**src/rtl/alu_pipe.sv**
```systemverilog
// Two-stage pipelined ALU: operand/opcode registers loaded from a shared bus, stage 1 holds the
// computed result and flags, stage 2 is the registered output bank with a one-cycle valid strobe.
module alu_pipe #(
  parameter int unsigned N_BITS  = 8,
  parameter int unsigned OP_BITS = 6
) (
  input  logic              clock,
  input  logic              reset,
  input  logic [N_BITS-1:0] i_data,
  input  logic              i_load_a,
  input  logic              i_load_b,
  input  logic              i_load_op,
  input  logic              i_start,
  output logic [N_BITS-1:0] o_result,
  output logic              o_valid,
  output logic              o_zero,
  output logic              o_carry,
  output logic              o_overflow,
  output logic              o_err,
  output logic              o_busy
);

  localparam logic [OP_BITS-1:0] OpAdd = OP_BITS'(6'b100000);
  localparam logic [OP_BITS-1:0] OpSub = OP_BITS'(6'b100010);
  localparam logic [OP_BITS-1:0] OpAnd = OP_BITS'(6'b100100);
  localparam logic [OP_BITS-1:0] OpOr  = OP_BITS'(6'b100101);
  localparam logic [OP_BITS-1:0] OpXor = OP_BITS'(6'b100110);
  localparam logic [OP_BITS-1:0] OpNor = OP_BITS'(6'b100111);
  localparam logic [OP_BITS-1:0] OpSrl = OP_BITS'(6'b000010);
  localparam logic [OP_BITS-1:0] OpSra = OP_BITS'(6'b000011);

  localparam int unsigned OpW = (N_BITS < OP_BITS) ? N_BITS : OP_BITS;
  localparam logic [N_BITS-1:0] NBitsVal = N_BITS'(N_BITS);
  localparam int unsigned Msb = N_BITS - 1;

  logic [N_BITS-1:0]  a_q, a_d, b_q, b_d;
  logic [OP_BITS-1:0] op_q, op_d;

  logic              s1_valid_q, s1_valid_d;
  logic [N_BITS-1:0] s1_result_q, s1_result_d;
  logic              s1_zero_q, s1_zero_d;
  logic              s1_carry_q, s1_carry_d;
  logic              s1_ovf_q, s1_ovf_d;
  logic              s1_err_q, s1_err_d;

  logic              out_valid_q, out_valid_d;
  logic [N_BITS-1:0] out_result_q, out_result_d;
  logic              out_zero_q, out_zero_d;
  logic              out_carry_q, out_carry_d;
  logic              out_ovf_q, out_ovf_d;
  logic              out_err_q, out_err_d;

  logic [N_BITS:0]   sum_ext;
  logic [N_BITS-1:0] alu_res;
  logic              alu_carry, alu_ovf, alu_err, shift_big;

  // Operand registers; loads are independent of the pipeline and may coincide with i_start.
  always_comb begin
    a_d  = i_load_a ? i_data : a_q;
    b_d  = i_load_b ? i_data : b_q;
    op_d = op_q;
    if (i_load_op) op_d = OP_BITS'(i_data[OpW-1:0]);
  end

  always_comb begin
    sum_ext   = '0;
    alu_res   = '0;
    alu_carry = 1'b0;
    alu_ovf   = 1'b0;
    alu_err   = 1'b0;
    shift_big = (b_q >= NBitsVal);
    unique case (op_q)
      OpAdd: begin
        sum_ext   = {1'b0, a_q} + {1'b0, b_q};
        alu_res   = sum_ext[N_BITS-1:0];
        alu_carry = sum_ext[N_BITS];
        alu_ovf   = (a_q[Msb] == b_q[Msb]) && (alu_res[Msb] != a_q[Msb]);
      end
      OpSub: begin
        sum_ext   = {1'b0, a_q} + {1'b0, ~b_q} + (N_BITS + 1)'(1);
        alu_res   = sum_ext[N_BITS-1:0];
        // No carry-out of A + ~B + 1 means A < B unsigned.
        alu_carry = ~sum_ext[N_BITS];
        alu_ovf   = (a_q[Msb] != b_q[Msb]) && (alu_res[Msb] != a_q[Msb]);
      end
      OpAnd: alu_res = a_q & b_q;
      OpOr:  alu_res = a_q | b_q;
      OpXor: alu_res = a_q ^ b_q;
      OpNor: alu_res = ~(a_q | b_q);
      OpSrl: alu_res = shift_big ? '0 : (a_q >> b_q);
      OpSra: alu_res = shift_big ? {N_BITS{a_q[Msb]}} : $unsigned($signed(a_q) >>> b_q);
      default: alu_err = 1'b1;
    endcase
  end

  always_comb begin
    s1_valid_d  = i_start;
    s1_result_d = s1_result_q;
    s1_zero_d   = s1_zero_q;
    s1_carry_d  = s1_carry_q;
    s1_ovf_d    = s1_ovf_q;
    s1_err_d    = s1_err_q;
    if (i_start) begin
      s1_result_d = alu_res;
      s1_zero_d   = (alu_res == '0);
      s1_carry_d  = alu_carry;
      s1_ovf_d    = alu_ovf;
      s1_err_d    = alu_err;
    end
  end

  // Output bank changes only on the edge that raises o_valid.
  always_comb begin
    out_valid_d  = s1_valid_q;
    out_result_d = out_result_q;
    out_zero_d   = out_zero_q;
    out_carry_d  = out_carry_q;
    out_ovf_d    = out_ovf_q;
    out_err_d    = out_err_q;
    if (s1_valid_q) begin
      out_result_d = s1_result_q;
      out_zero_d   = s1_zero_q;
      out_carry_d  = s1_carry_q;
      out_ovf_d    = s1_ovf_q;
      out_err_d    = s1_err_q;
    end
  end

  always_ff @(posedge clock) begin
    if (!reset) begin
      a_q          <= '0;
      b_q          <= '0;
      op_q         <= '0;
      s1_valid_q   <= 1'b0;
      s1_result_q  <= '0;
      s1_zero_q    <= 1'b0;
      s1_carry_q   <= 1'b0;
      s1_ovf_q     <= 1'b0;
      s1_err_q     <= 1'b0;
      out_valid_q  <= 1'b0;
      out_result_q <= '0;
      out_zero_q   <= 1'b0;
      out_carry_q  <= 1'b0;
      out_ovf_q    <= 1'b0;
      out_err_q    <= 1'b0;
    end else begin
      a_q          <= a_d;
      b_q          <= b_d;
      op_q         <= op_d;
      s1_valid_q   <= s1_valid_d;
      s1_result_q  <= s1_result_d;
      s1_zero_q    <= s1_zero_d;
      s1_carry_q   <= s1_carry_d;
      s1_ovf_q     <= s1_ovf_d;
      s1_err_q     <= s1_err_d;
      out_valid_q  <= out_valid_d;
      out_result_q <= out_result_d;
      out_zero_q   <= out_zero_d;
      out_carry_q  <= out_carry_d;
      out_ovf_q    <= out_ovf_d;
      out_err_q    <= out_err_d;
    end
  end

  assign o_result   = out_result_q;
  assign o_valid    = out_valid_q;
  assign o_zero     = out_zero_q;
  assign o_carry    = out_carry_q;
  assign o_overflow = out_ovf_q;
  assign o_err      = out_err_q;
  assign o_busy     = s1_valid_q | out_valid_q;

endmodule

```
**config.mk**
```make
export PLATFORM = sky130hd
export DESIGN_NAME = alu_pipe
export DESIGN_NICKNAME = d
export VERILOG_FILES = /design/src/rtl/alu_pipe.sv
export SDC_FILE = /design/constraint.sdc
export NUM_CORES = 1
export LEC_CHECK = 0
export ABC_AREA = 1
export BUFFER_PORTS_ARGS = -buffer_cell sky130_fd_sc_hd__buf_4
export CORE_MARGIN = 1
export CORE_UTILIZATION = 60
export CTS_BUF_LIST = sky130_fd_sc_hd__clkbuf_2
export CTS_CLUSTER_DIAMETER = 40
export DETAILED_ROUTE_END_ITERATION = 6
export PLACE_DENSITY = 0.81
export REMOVE_ABC_BUFFERS = 1
export SLEW_MARGIN = 10
export SYNTH_ARGS = -nofsm -noshare
export SYNTH_HDL_FRONTEND = slang
export SYNTH_SLANG_ARGS = --single-unit
```
**constraint.sdc**
```tcl
create_clock -name clock -period 2.79 [get_ports clock]
set_input_delay 0.1395 -clock clock [delete_from_list [all_inputs] [get_ports clock]]
set_output_delay 0.1395 -clock clock [all_outputs]
set_load 0.005 [all_outputs]
```
### Yosys cells after proc, flatten, opt, wreduce, memory -nomap -nowiden

Index checks and enable logic that the tools add are counted.

| word-level totals | value |
|---|---|
| bits of input ports | 14 |
| output and inout bits | 14 |
| word-level logic and storage cells | 50 |
| register bits after elaboration | 48 |

| operators by class | value |
|---|---|
| $lt $le $gt $ge | 1 |
| multiplexer cells | 6 |
| reductions and logical operators | 4 |
| equal/unequal tests | 12 |
| bitwise operators | 7 |
| add/subtract/negate cells | 3 |
| shifts and indexed selects | 2 |

Operator list:

| kind | number |
|---|---|
| $pmux W8 S8 | 1 |
| $eq A6 B6 Y1 const B | 6 |
| $add A8 B8 Y9 | 2 |
| $mux W8 | 2 |
| $not A8 Y8 | 2 |
| $eq A6 B2 Y1 const B | 2 |
| $add A9 B1 Y9 const B | 1 |
| $and A8 B8 Y8 | 1 |
| $ge A8 B4 Y1 const B | 1 |
| $logic_not A8 Y1 | 1 |
| $or A8 B8 Y8 | 1 |
| $reduce_or A8 Y1 | 1 |
| $shr A8 B8 Y8 | 1 |
| $sshr A8 B8 Y8 | 1 |
| $xor A8 B8 Y8 | 1 |
| $pmux W1 S2 | 2 |
| $ne A1 B1 Y1 | 3 |
| $logic_and A1 B1 Y1 | 2 |
| $eq A1 B1 Y1 | 1 |
| $mux W1 | 1 |
| $not A1 Y1 | 1 |
| $or A1 B1 Y1 | 1 |

### Longest topological paths before layout

Gate-level depths: netlist of the first run.

| logic depth | value |
|---|---|
| word-level depth | 6 |
| gate-level depth with buffers | 16 |
| gate-level depth less buffers | 15 |

### Worst setup path before layout of the first run

OpenSTA, ideal clock, no wires.

| path | value |
|---|---|
| path kind | flip-flop to flip-flop |
| start point | register b_q[2] |
| end point | register s1_zero_q |
| cell stages (with the launch flop) | 16 |
| library setup time | 0.059 ns |
| arrival time | 1.984 ns |
| path slack | 0.747 ns |
| buffers on the path | 0 |
| cell sequence | dfxtp_1 > clkinv_1 > ha_1 > inv_2 > nand3_1 > nand2_1 > nand2_2 > a21oi_2 > nand2_1 > nand2_1 > nor2_1 > nor2_1 > nand2_1 > nor2_1 > nand4_1 > nand2_1 |

| between the ends | value |
|---|---|
| word-level cells in the longest chain between the ends | 5 |

Ends and longest elaborated chain:

| item | line | RTL |
|---|---|---|
| from (decl) | 36 | `logic [N_BITS-1:0] a_q, a_d, b_q, b_d;` |
| from (signal assigned) | 132 | `b_q <= '0;` |
| from (signal assigned) | 148 | `b_q <= b_d;` |
| $not A8 Y8 | 80 | `sum_ext = {1'b0, a_q} + {1'b0, ~b_q} + (N_BITS + 1)'(1);` |
| $add A8 B8 Y9 | 80 |  |
| $add A9 B1 Y9 | 80 |  |
| $pmux W8 S8 * | 72 | `unique case (op_q)` |
| $logic_not A8 Y1 * | 105 | `s1_zero_d = (alu_res == '0);` |
| to (signal assigned) | 152 | `s1_zero_q <= s1_zero_d;` |
| to (decl) | 41 | `logic s1_zero_q, s1_zero_d;` |

Every way passes the cells marked *; elsewhere a longest branch is shown, timed or not.
A chain may end at the register's enable or synchronous reset.

### Worst setup path in the final report of the first run

| path | value |
|---|---|
| start point | register b_q[0] |
| end point | register s1_zero_q |

The elaborated chain is that of the path after synthesis.

==> results of run 1 <==
[path summary, 6_finish.rpt]
path | to | cells after the start
setup / recovery | s1_zero_q | 15
hold / removal | a_q[4] | 3
setup reg to reg | s1_zero_q | 15
hold reg to reg | s1_result_q[5] | 2
[power by group]
group / internal, mW / total, mW / switching [mW]
registers: 0.732 / 0.773 / 0.0414
logic: 0.180 / 0.525 / 0.345
clock network: 0.245 / 0.494 / 0.249
[cell families after synthesis]
| group | Yosys count | share of synthesized area |
|---|---|---|
| xor gates and xnor gates | 2 | 0.00487 |
| DFF | 48 | 0.267 |
| and+or+nand+nor | 282 | 0.363 |
| adders and majority gates | 26 | 0.0947 |
| buffers and inverters | 88 | 0.0985 |
| AOI/OAI and AO/OA | 112 | 0.172 |
[metal layers]
layer | track usage | up-vias | routed length [um]
met3 | 0.0583 | 30 | 949
li1 | - | 1859 | -
met4 | 0.115 | 0 | 289
met2 | 0.595 | 189 | 4820
met1 | 0.488 | 1692 | 4690
met5 | 0 | - | 0
[worst reg2reg max path, delay by kind of cell, from the launching register on]
| kind | cells | cell delay (ns) |
|---|---|---|
| buffers and inverters | 3 | 0.15 |
| AOI/OAI and AO/OA | 1 | 0.13 |
| and+or+nand+nor | 9 | 0.80 |
| adders and majority gates | 2 | 0.75 |
| DFF | 1 | 0.64 |
[cells in the mapped netlist]
cell and instances:
nand3_1 48, a22o_1 1, o21ai_1 6, nor2_8 1, clkinv_1 2, clkbuf_1 8, inv_6 1, nand2_2 6
xor2_1 2, buf_2 3, o21ai_2 1, nor2_1 67, a21o_1 1, o41ai_1 1, nand3_2 2, nor2_4 6
o21ai_4 1, ha_1 24, nor2_2 6, a22o_2 1, buf_4 4, a21oi_1 40, inv_1 60, fa_1 2
nand2_1 122, buf_1 2, o21ai_0 51, nand2_4 4, inv_2 8, o21a_1 1, nor3_2 2, a31oi_1 1
or2_2 4, o211ai_1 3, a21oi_2 4, nor3_1 4, nand4_1 10, dfxtp_1 48
[per-stage QoR]
| step | hold WS (ns) | utilization | instance area [um^2] | setup WS [ns] | power [mW] |
|---|---|---|---|---|---|
| floorplan | 0.237 | - | 3510 | 0.424 | 1.12 |
| global placement | 0.414 | 0.680 | 3830 | 0.392 | 1.28 |
| detailed placement | 0.439 | 0.680 | 3830 | 0.351 | 1.28 |
| CTS | 0.0616 | 0.712 | 4020 | 0.292 | 1.78 |
| global route | 0.0697 | 0.712 | 4020 | 0.0853 | 1.89 |
| finish | 0.0697 | 0.712 | 4020 | 0.283 | 1.79 |
[placed cells by master (no fill, tap or decap), types with 2 or more instances in the layout]
| cell type | n |
|---|---|
| a21oi_1 | 40 |
| a21oi_2 | 4 |
| buf_4 | 31 |
| bufinv_16 | 2 |
| clkbuf_2 | 5 |
| clkinv_1 | 2 |
| dfxtp_1 | 48 |
| dlygate4sd3_1 | 9 |
| fa_1 | 2 |
| ha_1 | 24 |
| inv_1 | 60 |
| inv_2 | 8 |
| inv_6 | 2 |
| nand2_1 | 122 |
| nand2_2 | 6 |
| nand2_4 | 4 |
| nand3_1 | 48 |
| nand3_2 | 2 |
| nand4_1 | 10 |
| nor2_1 | 67 |
| nor2_2 | 6 |
| nor2_4 | 6 |
| nor3_1 | 4 |
| nor3_2 | 2 |
| o211ai_1 | 3 |
| o21ai_0 | 51 |
| o21ai_1 | 6 |
| or2_2 | 4 |
| xor2_1 | 2 |
[cell type report]
cell class	count	area (um^2)	share of cell area
clock buffer	5	25.0	0.00623
clock inverter	3	68.8	0.0171
inverter	71	272	0.0676
multi-input combinational	422	2280	0.567
sequential	48	961	0.239
tap	72	90.1	0.0224
timing repair buffer	40	323	0.0803
[state kept, by name, summed over array words and instances (netlist names)]
name / cells
a_q: 8
b_q: 8
o_result: 8
s1_result_q: 8
op_q: 6
o_carry: 1
o_err: 1
o_overflow: 1
o_valid: 1
o_zero: 1
out_valid_d: 1
s1_carry_q: 1
s1_err_q: 1
s1_ovf_q: 1
s1_zero_q: 1
==> results.md, run 1 <==
- Pleak: 1.99 nW
- Main area contributors after synthesis: dfxtp_1 27%, nand2_1 13%, ha_1 8.4%
- Core ar.: 5640 um^2
- H-tree levels: 2
- Setup CP Type: reg -> reg
- Post-synthesis cell area: 3590 um^2
- Status: finished clean
- Netlist cell types: 38
- Power per cell area: 446 nW/um^2
- Clk root buf: clkbuf_2
- Vias in the first global route: 3488
- Worst skew pair latency: 0.44 ns
- Critical Path AT: 2.91 ns
- Syn_area_per_cell: 6.44 um^2
- Count of final hold-check violations: 0
- Crit path launch type: flip-flop
- Worst slew margin: 0.585
- RSZ-0062 raised after global routing: false
- Via count: 3770
- First-pass GRT wire length: 17300 um
- Syn-to-layout area delta: 11.8%
- Total of max-cap violations: 0
- R2r startpoint: b_q[0]
- Die height: 79.4 um
- Tmin final: 2.51 ns
- Crit path launch: b_q[0]
- Reg clk slew, reported paths: 0.29 ns
- Register area share after synthesis: 0.267
- Worst Hold Launch: reset
- Largest net degree at the start of global routing: 42
- Finish-stage setup viols: 0
- Grt ovf: 0
- Seq cells post-synth: 48
- Number of placement rows: 27
- # resized after CTS: 0
- HPWL after DPL: 8160 um
- Fmax: 399 MHz
- Max Buffers Root-to-Sink: 2
- Slew @ Worst Pin: 0.621 ns
- Router iterations before antenna repair: 7
- CP required: 3.19 ns
- Initial antenna violation count: 0
- Area leader, netlist: dfxtp_1
- Initial Util: 0.637
- Max stage delay cell, worst path: dfxtp_1
- DR vias/cell: 5.70
- Final Cycle Share: 0.899
- DP Cell Count: 644
- DR DRC count: 0
- Post-Syn Instances: 558
- Clock Skews: 0.0384 ns
- Gr usage total: 0.364
- WL per Instance: 16.3 um
- Worst-path cell chain: ha_1 -> inv_1 -> fa_1 -> inv_1 -> nand2_1 -> nand2_1 -> inv_1 -> nand2_1 -> nor2_1 -> nand2_1 -> a21oi_2 -> nand2_1 -> nor2_1 -> nand4_1 -> nand2_1
- CTS tree: built
- Ratio of cells with drive above 1 in the final layout: 0.146
- CP endpoint kind: flip-flop
- Die ar.: 6300 um^2
- Post-synth top area share: 0.267
- Inserted Clock Buffers: 5
- Antenna-violating nets left: 0
- CTS sink cnt: 48
- CTS Hold Buffers Added: 9
- Nets: 628
- Wirelength, routed: 10700 um
- I/O pin count: 28
- Synth warn: 0
- Crit-path most repeated cell: nand2_1
- Die X: 79.4 um
- Final cell count without fillers: 661
- Worst path max stage delay: 0.64 ns
- Total negative slack: 0 ns
- Flop2flop setup slack: 0.28 ns
- Worst min-delay path class: in -> reg
- DRT iter0 DRCs: 374
- Top delay family on crit path: simple AND/OR/NAND/NOR gates
- Worst Path Max Fanout: 15
- Number of buffers added on ports: 27
- Setup bufs post-CTS: 0
- Buf+Inv Stages, Crit Path: 3
- Routability cong.: 1.03
- Fillers: 493
- Antenna Cells: 0
- Slew Viols, Final: 0
- Peak VDD IR: 0.255 mV
No activity file was read; power rests on OpenSTA's default activity.
==> run 2: changes to the inputs <==
PLACE_DENSITY = 0.8   (was 0.81)
==> run 2 against run 1 <==
Cell area down 0.25%; clock skew fell by 0.022 ns; critical endpoint unchanged; highest routed layer unchanged; die area stayed put; total power decreased by 0.42%; combinational power hardly changed; register-to-register slack improved by 0.03 ns; sequential cell count unchanged; via count increased by 0.95%; non-clock buffer count decreased by 1; first-iteration DRC count shrank 7.2%.
==> results.md, run 2 (synthesis results as in run 1) <==
- CP endpoint kind: flip-flop
- Hold path depth: 3
- WL per Instance: 16.1 um
- Power per cell area: 445 nW/um^2
- H-tree levels: 2
- Worst Hold Launch: i_data[0]
- Total negative slack: 0 ns
- Initial antenna violation count: 0
- Tmin final: 2.48 ns
- RSZ-0062 raised after global routing: false
- Vias in the first global route: 3452
- Reg clk slew, reported paths: 0.27 ns
- Largest net degree at the start of global routing: 42
- Grt peak-use layer: met2
- Clock Skews: 0.0165 ns
- Reg2reg path depth: 14
- Met1 Use GR: 0.474
- Antenna Cells: 0
- DR vias/cell: 5.77
- Worst Hold Slack: 0.0291 ns
- Fmax: 404 MHz
- Worst skew pair latency: 0.43 ns
- Antenna-violating nets left: 0
- DR DRC count: 0
- Initial Util: 0.637
- Clk root buf: clkbuf_2
- Status: finished clean
- CTS tree: built
- Final Cycle Share: 0.887
- Router iterations before antenna repair: 5
- Nets: 627
- Peak VDD IR: 0.374 mV
- Max Buffers Root-to-Sink: 2
- Ratio of cells with drive above 1 in the final layout: 0.146
- Max stage delay cell, worst path: dfxtp_1
- Crit path launch type: flip-flop
- Die height: 79.4 um
- GR Util met3: 0.0571
- Hold path endpoint: b_q[0]
- Routability cong.: 1.00
- Count of final hold-check violations: 0
- Final Core Density: 0.711
- Worst-path cell chain: ha_1 -> inv_1 -> fa_1 -> inv_1 -> nand3_1 -> nand2_1 -> nand2_1 -> nand3_1 -> nand4_1 -> nor2_1 -> nand3_1 -> nor3_2 -> nand4_1 -> nand2_1
- Wirelength, routed: 10600 um
- Total of max-cap violations: 0
- Syn-to-layout area delta: 11.5%
- Critical Path AT: 2.88 ns
- CTS sink cnt: 48
- Most frequent cells in the layout: 122 x nand2_1, 67 x nor2_1, 60 x inv_1
- HPWL after DPL: 8190 um
- Worst min-delay path class: in -> reg
- Worst slew margin: 0.612
- Number of placement rows: 27
- Slew @ Worst Pin: 0.580 ns
- Core ar.: 5640 um^2
- Number of buffers added on ports: 27
- Slew Viols, Final: 0
- Die ar.: 6300 um^2
- R2r startpoint: b_q[0]
- I/O pin count: 28
- Most common cell after layout, fill and taps aside: nand2_1
- DRT iter0 DRCs: 347
- Flop2flop setup slack: 0.31 ns
- Gr usage total: 0.355
- CP required: 3.20 ns
- Worst Path Max Fanout: 15
- Setup CP Type: reg -> reg
- Finish-stage setup viols: 0
- Setup bufs post-CTS: 0
- DP Cell Count: 644
- # resized after CTS: 0
- Worst reg2reg path endpoint: s1_zero_q
- Grt ovf: 0
- Inserted Clock Buffers: 5
- Pleak: 1.98 nW
- Met2 GRT Util: 0.576
- Via count: 3806
- Final cell count without fillers: 660
- Overall Power: 1.78 mW
- First-pass GRT wire length: 17100 um
- Die X: 79.4 um
- Worst path max stage delay: 0.66 ns
-- run 2: cell types whose count changed in the layout (fill, tap and decap cells not counted), sizes merged --
| cell | delta |
|---|---|
| dlygate4sd3 | -1 |
-- run 2: worst max-delay path by stage --
stage / end / cells past startpoint / start
after global routing: s1_zero_q / 14 / b_q[0]
after detailed placement: s1_zero_q / 14 / b_q[0]
after floorplan: s1_zero_q / 15 / b_q[2]
after CTS: s1_zero_q / 14 / b_q[0]
after global placement: s1_zero_q / 14 / b_q[0]
final: s1_zero_q / 14 / b_q[0]
-- run 2: timing repair --
action / CTS / global route
hold buffers: 8 / 0
endpoints found under the hold margin: 16 / 0
endpoints found under the setup margin: 0 / 0
-- run 2: layout make-up --
class / count / area (um^2)
Clock buffer: 5 / 25.0
Sequential cell: 48 / 961
Tap cell: 72 / 90.1
Fill cell: 491 / 1630
Clock inverter: 3 / 68.8
Multi-Input combinational cell: 422 / 2280
Timing Repair Buffer: 39 / 313
Inverter: 71 / 272
-- run 2: per-stage QoR --
| stage | worst slack (ns) | instance area [um^2] |
|---|---|---|
| final | 0.314 | 4010 |
| after global routing | 0.0965 | 4010 |
| after CTS | 0.379 | 4010 |
| after detailed placement | 0.425 | 3830 |
| after global placement | 0.482 | 3830 |
| after floorplan | 0.424 | 3510 |
-- run 2: report_power, final --
group | switching [mW] | leakage (nW) | internal (mW) | total [mW]
clock | 0.242 | 0.0536 | 0.244 | 0.487
combinational | 0.345 | 1.53 | 0.179 | 0.524
sequential | 0.0420 | 0.396 | 0.732 | 0.774
-- run 2: critical path: cells and delay by family, from the launching register on --
| kind | cells | cell delay (ns) |
|---|---|---|
| flip-flops | 1 | 0.66 |
| buffers and inverters | 2 | 0.17 |
| AND/OR/NAND/NOR | 10 | 0.96 |
| adder cells (fa/ha/maj) | 2 | 0.66 |
-- run 2: layer usage --
| metal | routed length [um] | part of all wire |
|---|---|---|
| met2 | 4730 | 0.44 |
| met4 | 277 | 0.026 |
| met1 | 4650 | 0.44 |
| met5 | 0 | 0 |
| met3 | 974 | 0.092 |
==> run 3: changes to the inputs <==
ABC_AREA = unset   (was 1)
CORE_MARGIN = 4   (was 1)
GPL_ROUTABILITY_DRIVEN = 0   (was unset)
==> run 3 against run 2 <==
The flow now finishes with violations (DRC); critical endpoint unchanged; synthesized area down 2.6%; total power down 15%; via count down 16%; combinational power down 8.8%; clock skew up 0.00056 ns; largest power group unchanged.
==> results.md, run 3 <==
- Slew @ Worst Pin: 0.724 ns
- Post-synth ARST share: 0
- Power per cell area: 383 nW/um^2
- Seq cells post-synth: 48
- Total negative slack: 0 ns
- Core ar.: 5570 um^2
- Nets: 480
- Synth cell count leaders: 54 x nor2_1, 49 x mux2i_1, 48 x dfxtp_1, 24 x ha_1, 23 x inv_1
- DR vias/cell: 6.25
- Met2 GRT Util: 0.428
- Dominant synthesized flop cell: dfxtp_1
- Initial Util: 0.628
- R2r startpoint: b_q[0]
- Register area share after synthesis: 0.274
- Pleak: 1.62 nW
- Status: finished, violations left
- Netlist cell types: 64
- DRT iter0 DRCs: 379
- CTS sink cnt: 48
- Worst skew pair latency: 0.42 ns
- Antenna-violating nets left: 0
- Failing checks: DRC
- Top-count cell post-synth: nor2_1
- Worst reg2reg path endpoint: s1_zero_q
- I/O pin count: 28
- Peak VDD IR: 0.255 mV
- Grt ovf: 0
- Count of final hold-check violations: 0
- Overall Power: 1.51 mW
- Main area contributors after synthesis: dfxtp_1 27%, mux2i_1 14%, ha_1 8.6%
- HPWL after DPL: 6870 um
- Buf+Inv Stages, Crit Path: 1
- Most frequent cells in the layout: 54 x nor2_1, 49 x mux2i_1, 47 x dfxtp_1
- RSZ-0062 raised after global routing: false
- Area leader, netlist: dfxtp_1
- Die ar.: 7120 um^2
- Post-Syn Instances: 406
- Vias in the first global route: 2998
- Inserted Clock Buffers: 5
- Fmax: 374 MHz
- Post-synth top area share: 0.274
- Slew Viols, Final: 0
- Antenna Cells: 0
- CP endpoint kind: flip-flop
- Worst slew margin: 0.517
- Die height: 84.4 um
- Reg clk slew, reported paths: 0.24 ns
- Gr usage total: 0.260
- Clk root buf: clkbuf_2
- Flop2flop setup slack: 0.11 ns
- Clock Skews: 0.0170 ns
- Die X: 84.4 um
- Grt peak-use layer: met2
- Ratio of cells with drive above 1 in the final layout: 0.180
- Final Cycle Share: 0.959
- Total of max-cap violations: 0
- Via count: 3198
- Wirelength, routed: 9230 um
- Number of synthesized flops with an enable pin: 0
- Synth warn: 0
- Hold path depth: 3
- Worst Hold Launch: i_load_op
- Syn_area_per_cell: 8.63 um^2
- Fillers: 463
- Worst min-delay path class: in -> reg
- Finish-stage setup viols: 0
- Max Buffers Root-to-Sink: 2
- Max stage delay cell, worst path: fa_1
- DR DRC count: 2
- Number of buffers added on ports: 27
- GR Util met3: 0.0383
- Top delay family on crit path: compound AO/OA/AOI/OAI gates
- Syn-to-layout area delta: 12.9%
- Reg2reg path depth: 10
- Hold path endpoint: op_q[0]
- Number of placement rows: 27
- Initial antenna violation count: 0
- WL per Instance: 18.0 um
- Worst-path cell chain: ha_1 -> inv_1 -> fa_1 -> nor3_1 -> o21ai_0 -> o221ai_1 -> a311oi_2 -> nor3b_2 -> nand4_1 -> o22ai_1
- Crit path launch type: flip-flop
- Critical Path AT: 3.03 ns
- First-pass GRT wire length: 15200 um
- Most common cell after layout, fill and taps aside: nor2_1
- Post-synthesis cell area: 3500 um^2
- Setup CP Type: reg -> reg
- Largest net degree at the start of global routing: 26
- Worst Path Max Fanout: 4
- Router iterations before antenna repair: 7
- CTS tree: built
- Tmin final: 2.68 ns
- CP required: 3.14 ns
- Met1 Use GR: 0.349
- H-tree levels: 2
- Worst path max stage delay: 0.48 ns
==> run 3: changes by cell type after synthesis, moves of 7 or more <==
cell / previous run / this run
inv_2: 8 / 0
clkbuf_1: 8 / 18
mux2i_1: 0 / 49
a211oi_1: 0 / 9
a21oi_1: 40 / 12
nand4_1: 10 / 3
nand2_1: 122 / 18
inv_1: 60 / 23
nand3_1: 48 / 7
xnor2_1: 0 / 14
o21ai_0: 51 / 13
nor2_1: 67 / 54
==> run 3: report_power, final <==
group / switching (mW) / internal (mW) / leakage [nW] / total [mW]
sequential: 0.0336 / 0.723 / 0.395 / 0.757
clock: 0.223 / 0.0552 / 0.0248 / 0.278
combinational: 0.266 / 0.212 / 1.20 / 0.478
==> run 3: layout make-up <==
type / instances / area [um^2] / share of cell area
clock buffers: 5 / 25.0 / 0.00633
multi-input cells: 306 / 2340 / 0.592
clock inverters: 2 / 12.5 / 0.00316
inverters: 24 / 90.1 / 0.0228
repair buffers: 55 / 435 / 0.110
well taps: 72 / 90.1 / 0.0228
flip-flops and latches: 48 / 962 / 0.243
==> run 3: layer usage <==
metal  wire length (um)  part of all wire
met2               4250              0.46
met3                724             0.078
met4                284             0.031
met1               3980              0.43
met5                  0                 0
==> run 3: through the flow <==
stage / hold slack [ns] / instances / setup WS (ns) / instance area [um^2] / utilization
after detailed placement: 0.400 / 496 / 0.0591 / 3820 / 0.685
after floorplan: 0.229 / 378 / -0.0742 / 3380 / -
after global routing: 0.0288 / 512 / 0.0405 / 3960 / 0.710
final: 0.0449 / 512 / 0.114 / 3960 / 0.710
after CTS: 0.0331 / 512 / 0.0203 / 3950 / 0.708
after global placement: 0.387 / 496 / 0.225 / 3820 / 0.685
==> run 3: logic make-up after synthesis <==
family,after synthesis,share of synthesized area
buffers and inverters,52,0.0600
multiplexers,55,0.169
adder cells (fa/ha/maj),26,0.0972
AO/OA/AOI/OAI,93,0.196
flip-flops,48,0.274
XOR/XNOR,15,0.0375
AND/OR/NAND/NOR,117,0.166
==> run 3: worst register-to-register path: stages (launching register included) <==
cell and delay [ns]:
dfxtp_1 0.44, ha_1 0.26, inv_1 0.07, fa_1 0.48
nor3_1 0.05, o21ai_0 0.26, o221ai_1 0.19, a311oi_2 0.33
nor3b_2 0.22, nand4_1 0.12, o22ai_1 0.19
==> run 3: what timing repair did <==
item	CTS	global route
hold endpoints to repair	23	0
hold buffers	9	0
buffers inserted	0	0
endpoints found under the setup margin	0	2
resized for setup	0	3
==> run 3: worst max path at each step <==
stage | start | end | slack (ns) | cells after the start
floorplan | b_q[1] | s1_zero_q | -0.07 | 9
global placement | a_q[1] | s1_zero_q | 0.22 | 9
detailed placement | a_q[1] | s1_zero_q | 0.06 | 9
CTS | a_q[1] | s1_zero_q | 0.02 | 9
global route | a_q[0] | s1_zero_q | 0.04 | 10
finish | b_q[0] | s1_zero_q | 0.11 | 10
